===== config.mk =====
export PLATFORM = sky130hd
export DESIGN_NAME = request_forwarder_flat
export DESIGN_NICKNAME = d
export VERILOG_FILES = /design/src/rtl/request_forwarder_pkg.sv /design/src/rtl/request_forwarder_if.sv /design/src/rtl/forward_counter_bank.sv /design/src/rtl/request_forwarder.sv /design/src/flat_wrapper.sv
export SDC_FILE = /design/constraint.sdc
export NUM_CORES = 1
export LEC_CHECK = 0
export BUFFER_PORTS_ARGS = -buffer_cell sky130_fd_sc_hd__buf_2
export CAP_MARGIN = 15
export CORE_AREA = 5 5 190 192
export CTS_BUF_LIST = sky130_fd_sc_hd__clkbuf_4
export DETAILED_ROUTE_END_ITERATION = 16
export DIE_AREA = 0 0 195 197
export HOLD_SLACK_MARGIN = 0.15
export PLACE_DENSITY = 0.6
export SETUP_SLACK_MARGIN = 0.2
export SYNTH_ARGS = -nofsm -noshare
export SYNTH_HDL_FRONTEND = slang
export SYNTH_SLANG_ARGS = --single-unit

===== constraint.sdc =====
create_clock -name clock -period 4 [get_ports clock]
set_input_delay 0.8 -clock clock [delete_from_list [all_inputs] [get_ports clock]]
set_output_delay 0.8 -clock clock [all_outputs]
set_load 0.02 [all_outputs]

===== src/rtl/request_forwarder_pkg.sv =====
// rtl/request_forwarder_pkg.sv - shared types and sizing for the request forwarder
package request_forwarder_pkg;

  typedef enum logic [1:0] {IDLE, SEND, DONE, ABORT} fwd_state_t;

  localparam int DEFAULT_NUMBER_OF_QUEUES = 4;
  localparam int DEFAULT_ID_WIDTH         = $clog2(DEFAULT_NUMBER_OF_QUEUES);

  function automatic int id_width(input int number_of_queues);
    return (number_of_queues > 1) ? $clog2(number_of_queues) : 1;
  endfunction

endpackage


===== src/rtl/request_forwarder_if.sv =====
// rtl/request_forwarder_if.sv - valid/ready request channel toward the memory port
interface request_forwarder_if #(
  parameter int DATA_WIDTH = 64,
  parameter int ID_WIDTH   = request_forwarder_pkg::DEFAULT_ID_WIDTH
);

  logic                  valid;
  logic                  ready;
  logic [DATA_WIDTH-1:0] data;
  logic [ID_WIDTH-1:0]   id;

  modport master (output valid, data, id, input ready);
  modport slave  (input valid, data, id, output ready);

endinterface


===== src/rtl/forward_counter_bank.sv =====
// rtl/forward_counter_bank.sv - per-queue wrapping forwarded-request counters
module forward_counter_bank
  import request_forwarder_pkg::*;
#(
  parameter int NUMBER_OF_QUEUES = 4,
  parameter int REGISTER_SIZE    = 32,
  localparam int ID_WIDTH        = id_width(NUMBER_OF_QUEUES)
) (
  input  logic                                          clock,
  input  logic                                          reset,
  input  logic                                          inc,
  input  logic [ID_WIDTH-1:0]                           inc_index,
  input  logic                                          clear,
  output logic [NUMBER_OF_QUEUES-1:0][REGISTER_SIZE-1:0] counters
);

  // Clear takes priority over a coincident increment.
  always_ff @(posedge clock) begin
    if (reset || clear) begin
      counters <= '0;
    end else if (inc) begin
      counters[inc_index] <= counters[inc_index] + REGISTER_SIZE'(1);
    end
  end

endmodule


===== src/rtl/request_forwarder.sv =====
// rtl/request_forwarder.sv - pops the scheduled queue head and forwards it to the memory port
module request_forwarder
  import request_forwarder_pkg::*;
#(
  parameter int NUMBER_OF_QUEUES = 4,
  parameter int DATA_WIDTH       = 64,
  parameter int REGISTER_SIZE    = 32,
  localparam int ID_WIDTH        = id_width(NUMBER_OF_QUEUES)
) (
  input  logic                                           clock,
  input  logic                                           reset,
  input  logic                                           enable,
  input  logic [ID_WIDTH-1:0]                            id,
  input  logic [NUMBER_OF_QUEUES-1:0]                    empty,
  input  logic [NUMBER_OF_QUEUES-1:0][DATA_WIDTH-1:0]    head_data,
  output logic [NUMBER_OF_QUEUES-1:0]                    pop,
  request_forwarder_if.master                            m,
  output logic                                           consumed,
  output logic                                           busy,
  input  logic                                           counters_clear,
  input  logic                                           err_clear,
  output logic [NUMBER_OF_QUEUES-1:0][REGISTER_SIZE-1:0] forwarded,
  output logic                                           err_empty,
  output logic                                           err_overlap
);

  fwd_state_t            state;
  logic                  valid_reg;
  logic [DATA_WIDTH-1:0] data_reg;
  logic [ID_WIDTH-1:0]   id_reg;
  logic                  handshake;
  logic                  empty_hit;
  logic                  overlap_hit;

  assign m.valid = valid_reg;
  assign m.data  = data_reg;
  assign m.id    = id_reg;

  assign handshake   = (state == SEND) && valid_reg && m.ready;
  assign empty_hit   = enable && (state == IDLE) && empty[id];
  assign overlap_hit = enable && (state != IDLE);

  always_ff @(posedge clock) begin
    if (reset) begin
      state     <= IDLE;
      valid_reg <= 1'b0;
      data_reg  <= '0;
      id_reg    <= '0;
      pop       <= '0;
      consumed  <= 1'b0;
      busy      <= 1'b0;
    end else begin
      pop      <= '0;
      consumed <= 1'b0;
      case (state)
        IDLE: begin
          if (enable) begin
            busy <= 1'b1;
            if (empty[id]) begin
              state    <= ABORT;
              consumed <= 1'b1;
            end else begin
              state     <= SEND;
              valid_reg <= 1'b1;
              pop[id]   <= 1'b1;
              data_reg  <= head_data[id];
              id_reg    <= id;
            end
          end
        end
        SEND: begin
          if (handshake) begin
            state     <= DONE;
            valid_reg <= 1'b0;
            consumed  <= 1'b1;
          end
        end
        DONE, ABORT: begin
          state <= IDLE;
          busy  <= 1'b0;
        end
        default: begin
          state     <= IDLE;
          valid_reg <= 1'b0;
          busy      <= 1'b0;
        end
      endcase
    end
  end

  // A new error event beats a coincident clear so no event is ever lost.
  always_ff @(posedge clock) begin
    if (reset) begin
      err_empty   <= 1'b0;
      err_overlap <= 1'b0;
    end else begin
      if (empty_hit)        err_empty <= 1'b1;
      else if (err_clear)   err_empty <= 1'b0;
      if (overlap_hit)      err_overlap <= 1'b1;
      else if (err_clear)   err_overlap <= 1'b0;
    end
  end

  forward_counter_bank #(
    .NUMBER_OF_QUEUES(NUMBER_OF_QUEUES),
    .REGISTER_SIZE   (REGISTER_SIZE)
  ) u_counters (
    .clock    (clock),
    .reset    (reset),
    .inc      (handshake),
    .inc_index(id_reg),
    .clear    (counters_clear),
    .counters (forwarded)
  );

endmodule


===== src/flat_wrapper.sv =====
// flat-port wrapper written by rule: the top's interface ports become plain ports
module request_forwarder_flat import request_forwarder_pkg::*;
#(
  parameter int NUMBER_OF_QUEUES = 4,
  parameter int DATA_WIDTH       = 64,
  parameter int REGISTER_SIZE    = 32,
  localparam int ID_WIDTH        = id_width(NUMBER_OF_QUEUES)
)
  (clock, reset, enable, id, empty, head_data, pop, consumed, busy, counters_clear, err_clear, forwarded, err_empty, err_overlap, m_valid, m_data, m_id, m_ready);
  request_forwarder_if #(.DATA_WIDTH(DATA_WIDTH), .ID_WIDTH((2))) m_i ();
  input  logic clock;
  input  logic reset;
  input  logic enable;
  input  logic [ID_WIDTH-1:0] id;
  input  logic [NUMBER_OF_QUEUES-1:0] empty;
  input  logic [NUMBER_OF_QUEUES-1:0][DATA_WIDTH-1:0] head_data;
  output logic [NUMBER_OF_QUEUES-1:0] pop;
  output logic consumed;
  output logic busy;
  input  logic counters_clear;
  input  logic err_clear;
  output logic [NUMBER_OF_QUEUES-1:0][REGISTER_SIZE-1:0] forwarded;
  output logic err_empty;
  output logic err_overlap;
  output wire logic [$bits(m_i.valid)-1:0] m_valid;
  output wire logic [$bits(m_i.data)-1:0] m_data;
  output wire logic [$bits(m_i.id)-1:0] m_id;
  input wire logic [$bits(m_i.ready)-1:0] m_ready;
  assign m_valid = m_i.valid;
  assign m_data = m_i.data;
  assign m_id = m_i.id;
  assign m_i.ready = m_ready;
  request_forwarder #(.NUMBER_OF_QUEUES(NUMBER_OF_QUEUES), .DATA_WIDTH(DATA_WIDTH), .REGISTER_SIZE(REGISTER_SIZE)) u_core (.clock(clock), .reset(reset), .enable(enable), .id(id), .empty(empty), .head_data(head_data), .pop(pop), .m(m_i), .consumed(consumed), .busy(busy), .counters_clear(counters_clear), .err_clear(err_clear), .forwarded(forwarded), .err_empty(err_empty), .err_overlap(err_overlap));
endmodule

==> qor.yml, run 1 <==
clock_network:
  clk_pin_slew_ns: 0.07
  cts_setup_buffers: 0
  clock_sinks: 205
  ctsHoldBuffers: 0
  cts.path.max_buffers: 3
  cts_resized: 0
  htree_num_levels: 2
  insertion_delay_ns: 0.67
  cts_tree: "yes"
  cts_inserted_buffers: 55
  cts.root.buffer_cell: "clkbuf_4"
layout:
  layout-drive-gt1-share_pct: 46.7
  final_util_pct: 38.5
  num-nets-final: 1695
  fin_cells: 1935
  final_area_um2: 13200
  areaGrowthSynthToFinish_pct: 35.5
  largest_reg_flops: 128
floorplan:
  die_w_um: 195
  dieHeight_um: 197
  rows: 68
  core_um2: 34200
  io_pins: 471
  dieArea_um2: 38400
  initial_core_util_pct: 28.4
setup_path:
  cp_max_fo: 30
  critPathArrivalTime_ns: 3.60
  cp-end-kind: "flop"
  crit_required_ns: 4.52
  worstSetupPathType: "reg2reg"
  cp-start-kind: "flop"
power_and_ir_drop:
  pwr-share-clk_pct: 40.1
  p_switching_mw: 1.25
  combPwrFrac_pct: 13.7
  power.density_nw_per_um2: 350
  power_frac_seq_pct: 46.2
  p_int_mw: 3.36
  ir_drop_mv: 0.127
  switching_share_pct: 27.2
  power_leakage_nw: 5.73
route:
  drc: 0
  top_layer: "met5"
  wl_met1_mm: 15.6
  firstDrtPassIters: 5
  vias: 9706
  routed_wirelength_mm: 39.9
  wl_per_cell_um: 20.6
  routed_via_density: 5.02
  wl_met2_mm: 19.4
  met3_length_mm: 3.21
  drtIter0Drc: 533
  drtAntennaViolNets: 0
run_status:
  status: "completed"
hold_path:
  hp-class: "in2reg"
yosys:
  synth_edf_count: 0
  synth_common_cells: "205 x dfxtp_1, 163 x a21oi_1, 146 x nand2_1, 93 x o21ai_0, 92 x mux4_2"
  synthArstFlopShare_pct: 0
  synth.area.top_cells: "dfxtp_1 42%, mux4_2 21%, a21oi_1 8.4%, nand2_1 5.6%, o21ai_0 4.8%"
  ys_ff_latch: 205
  synthCells: 974
  yosysMostFrequentCell: "dfxtp_1"
  yosysTopAreaCell: "dfxtp_1"
  yosysTopAreaCellShare_pct: 42.2
  synth_ff_type: "dfxtp_1"
  syn_area_per_cell_um2: 9.97
  synth_cell_types: 40
  synth_area_um2: 9720
  yosysSeqAreaShare_pct: 42.2
  yosysWarnings: 0
  synth_nets: 1243
place:
  post-place-ws_ns: 0.593
  dpl.cell_count: 1823
  dpl.hpwl_mm: 31.0
  port_buffers: 470
  gp_congestion: 0.926
  placed_area_um2: 12400
global_route:
  grt_pass1_wl_mm: 59.1
  grt.overflow.total: 0
  grt_max_degree: 78
  grt_pass1_vias: 9661
  antenna_found_initial: 21
  track_usage_pct: 19.6
sta:
  slew_viol_final: 0
  skew_ns: 0.0271
  fmax_mhz: 325
  slew-limit-headroom_pct: 40.0
  hold_violations: 0
  tightest_slew_ns: 0.901
  timing.final.crit_share_pct: 77.0
  tns_ns: 0
  rsz0062_at_grt: "false"
  period_minus_slack_ns: 3.08
  layout_setup_ws_ns: 0.921
  finalSetupViolCount: 0
job:
  maxCapViolCount: 0
power by group through the flow:
stage                     Clock, mW  Combinational [mW]  Sequential, mW
after floorplan                   0               0.304            2.23
after global placement            0               0.632            2.17
after detailed placement          0               0.638            2.17
after CTS                      1.92               0.639            2.13
after global routing           2.03               0.683            2.13
final                          1.85               0.632            2.13
worst paths after layout:
| path | start | endpoint | slack, ns | cells after the start |
|---|---|---|---|---|
| worst min register to register | u_core.m.data[9]$_SDFFE_PP0P_ | u_core.m.data[9]$_SDFFE_PP0P_ | 0.45 | 2 |
| worst min-delay path | err_clear | u_core.err_overlap$_SDFFE_PP0P_ | 0.42 | 3 |
| worst max-delay path | u_core.m.id[0]$_SDFFE_PP0P_ | u_core.u_counters.counters[95]$_SDFFE_PP0P_ | 0.92 | 7 |
| worst max register to register | u_core.m.id[0]$_SDFFE_PP0P_ | u_core.u_counters.counters[95]$_SDFFE_PP0P_ | 0.92 | 7 |
critical path, stage by stage (launching register included):
cell and delay (ns):
dfxtp_2 0.47, buf_4 0.48, mux4_1 0.41, nand4_4 0.19, nor4_4 0.66, nand4_1 0.27, xor2_1 0.32, a21oi_1 0.11
final cells by class:
cell class / instances / area, µm²
Fill cell: 3517 / 21000
Multi-Input combinational cell: 675 / 5260
Sequential cell: 205 / 4110
Timing Repair Buffer: 486 / 2490
Clock buffer: 86 / 646
Tap cell: 455 / 569
Clock inverter: 13 / 52.6
Antenna cell: 12 / 30.0
Inverter: 3 / 11.3
routing by layer:
layer | track usage (%) | vias up
li1 | - | 4536
met1 | 23.7 | 4625
met2 | 32.7 | 451
met3 | 5.74 | 82
met4 | 8.71 | 12
met5 | 0 | -
metrics by stage:
stage / hold WS, ns / power, mW
after floorplan: 0.528 / 2.53
after global placement: 0.441 / 2.80
after detailed placement: 0.444 / 2.81
after CTS: 0.329 / 4.68
after global routing: 0.385 / 4.85
final: 0.423 / 4.61
cells by family after synthesis:
logic type               count (synthesis)  synth area share [%]
buffers and inverters                   94                  3.95
AO/OA/AOI/OAI                          289                  15.7
AND/OR/NAND/NOR                        252                  12.0
multiplexers                           103                  23.3
XOR/XNOR                                30                  2.70
adder cells (fa/ha/maj)                  1                 0.129
flip-flops                             205                  42.2
cells in the final DEF (no fill, tap or decap), drive strengths merged, types with 3 or more instances in the layout:
| master | count |
|---|---|
| nor3 | 10 |
| dfxtp | 205 |
| nor2 | 46 |
| nand4 | 13 |
| mux4 | 97 |
| clkinv | 13 |
| a21oi | 163 |
| xnor2 | 11 |
| mux2i | 6 |
| xor2 | 19 |
| o21ai | 93 |
| nand2b | 3 |
| diode | 12 |
| nand3 | 6 |
| a211oi | 32 |
| nor4 | 3 |
| nor2b | 3 |
| clkbuf | 86 |
| nand2 | 147 |
| nor4b | 3 |
| buf | 486 |
| and3 | 4 |
| inv | 3 |
No activity file was read; power rests on OpenSTA's default activity.
==> run 2, diff against run 1 <==
- PLACE_DENSITY: 0.6 -> 0.62
- clock period: 4 -> 2.75 ns (I/O delays scaled with it)
==> run 2 against run 1 <==
  * Sequential power grew 45%
  * First-iteration DRC count up 25%
  * Flip-flop and latch count did not move
  * Global-route usage increased by 0.47 points
  * Critical path depth is 1 higher
  * Critical path type unchanged
  * Highest routed layer unchanged
==> qor.yml, run 2 (same netlist as run 1, synthesis figures left out) <==
setup_path:
  worstSetupPathType: "reg2reg"
  cp-start-kind: "flop"
  crit_required_ns: 3.25
  critPathArrivalTime_ns: 2.94
  cp_max_fo: 15
  cp-end-kind: "flop"
  reg2reg_depth: 8
place:
  dpl.hpwl_mm: 31.7
  post-place-ws_ns: 0.121
  placed_area_um2: 12600
  port_buffers: 470
  gp_congestion: 0.930
  dpl.cell_count: 1828
floorplan:
  dieHeight_um: 197
  core_um2: 34200
  die_w_um: 195
  io_pins: 471
  initial_core_util_pct: 28.4
  dieArea_um2: 38400
  rows: 68
sta:
  timing.final.crit_share_pct: 88.8
  fmax_mhz: 409
  rsz0062_at_grt: "false"
  hold_ws_ns: 0.326
  slew-limit-headroom_pct: 39.2
  finalSetupViolCount: 0
  layout_setup_ws_ns: 0.307
  hold_violations: 0
  period_minus_slack_ns: 2.44
  slew_viol_final: 0
  tightest_slew_ns: 0.912
  tns_ns: 0
  skew_ns: 0.0523
clock_network:
  cts.path.max_buffers: 3
  htree_num_levels: 2
  cts.root.buffer_cell: "clkbuf_4"
  cts_tree: "yes"
  clk_pin_slew_ns: 0.06
  cts_inserted_buffers: 57
  insertion_delay_ns: 0.66
  clock_sinks: 205
power_and_ir_drop:
  p_switching_mw: 1.84
  power_leakage_nw: 5.87
  finalPower_mw: 6.76
  power.density_nw_per_um2: 500
  power_frac_seq_pct: 45.7
  combPwrFrac_pct: 14.2
  p_int_mw: 4.92
  switching_share_pct: 27.2
  pwr-share-clk_pct: 40.1
  ir_drop_mv: 0.224
global_route:
  grt.overflow.total: 0
  antenna_found_initial: 19
  track_usage_pct: 20.1
  grt_pass1_vias: 9679
  grt_pass1_wl_mm: 60.4
  grt_max_degree: 93
route:
  top_layer: "met5"
  wl_met1_mm: 16.1
  met3_length_mm: 3.69
  wl_per_cell_um: 21.1
  drtIter0Drc: 666
  wl_met2_mm: 20.1
  routed_wirelength_mm: 41.1
  vias: 9801
  routed_via_density: 5.04
  firstDrtPassIters: 5
  drtAntennaViolNets: 0
  drc: 0
layout:
  final_util_pct: 39.5
  areaGrowthSynthToFinish_pct: 39.2
  largest_reg_flops: 128
  final_area_um2: 13500
  n_fill_cell: 3476
  fin_cells: 1945
  num-nets-final: 1710
  mostFrequentLayoutCells: "467 x buf_2, 203 x dfxtp_1, 163 x a21oi_1"
  final_common_cell: "buf_2"
  layout-drive-gt1-share_pct: 48.3
run_status:
  status: "completed"
hold_path:
  hold_path_depth: 4
  hp-class: "in2reg"
job:
  maxCapViolCount: 0
## run 2: cell count changes in the layout (fill, tap and decap cells not counted), moves of 2 or more
cell and change:
buf_12 +10, xor2_1 -10, xor2_2 +10, diode_2 -5
dlygate4sd3_1 +3, mux4_1 -3, mux4_2 +3, xnor2_1 -3
xnor2_2 +3, clkinv_2 -2, clkinvlp_4 +2
## run 2: routing by layer
metal | GRT usage [%] | vias up
met3 | 6.12 | 85
met5 | 0 | -
met1 | 24.7 | 4686
li1 | - | 4550
met2 | 34.3 | 472
met4 | 5.95 | 8
## run 2: final cells by class
class | instances | area [µm²] | share of cell area [%]
flip-flops and latches | 205 | 4110 | 30.4
well taps | 455 | 569 | 4.21
multi-input cells | 675 | 5380 | 39.8
clock buffers | 87 | 653 | 4.83
diodes | 7 | 17.5 | 0.130
repair buffers | 499 | 2730 | 20.2
clock inverters | 14 | 61.3 | 0.453
inverters | 3 | 11.3 | 0.0833
## run 2: worst max-delay path, cell delays in order, from the launching register on
cell and delay (ns):
dfxtp_4 0.40, buf_12 0.18, mux4_2 0.55, and4_1 0.23
and3_2 0.25, buf_4 0.19, nand4_1 0.13, xor2_2 0.23
a21oi_1 0.11
## run 2: path summary, 6_finish.rpt
kind	from	endpoint	slack, ns
setup reg to reg	u_core.m.id[1]$_SDFFE_PP0P_	u_core.u_counters.counters[57]$_SDFFE_PP0P_	0.31
hold reg to reg	u_core.m.data[51]$_SDFFE_PP0P_	u_core.m.data[51]$_SDFFE_PP0P_	0.45
setup / recovery	u_core.m.id[1]$_SDFFE_PP0P_	u_core.u_counters.counters[57]$_SDFFE_PP0P_	0.31
hold / removal	m_ready	u_core.state[0]$_SDFFE_PP0P_	0.33
## run 2: repair_timing
item | 4_1_cts | 5_1_grt
setup endpoints to repair | 44 | 82
resized for setup | 7 | 20
hold endpoints to repair | 2 | 0
hold buffers | 3 | 0
pin swaps | 0 | 3
buffers inserted | 0 | 6
## run 2: power groups by stage
stage,registers [mW],logic (mW),clock network (mW)
floorplan,3.24,0.442,0
global placement,3.15,0.946,0
detailed placement,3.16,0.954,0
CTS,3.09,0.961,2.81
global route,3.10,1.03,2.96
finish,3.09,0.957,2.72
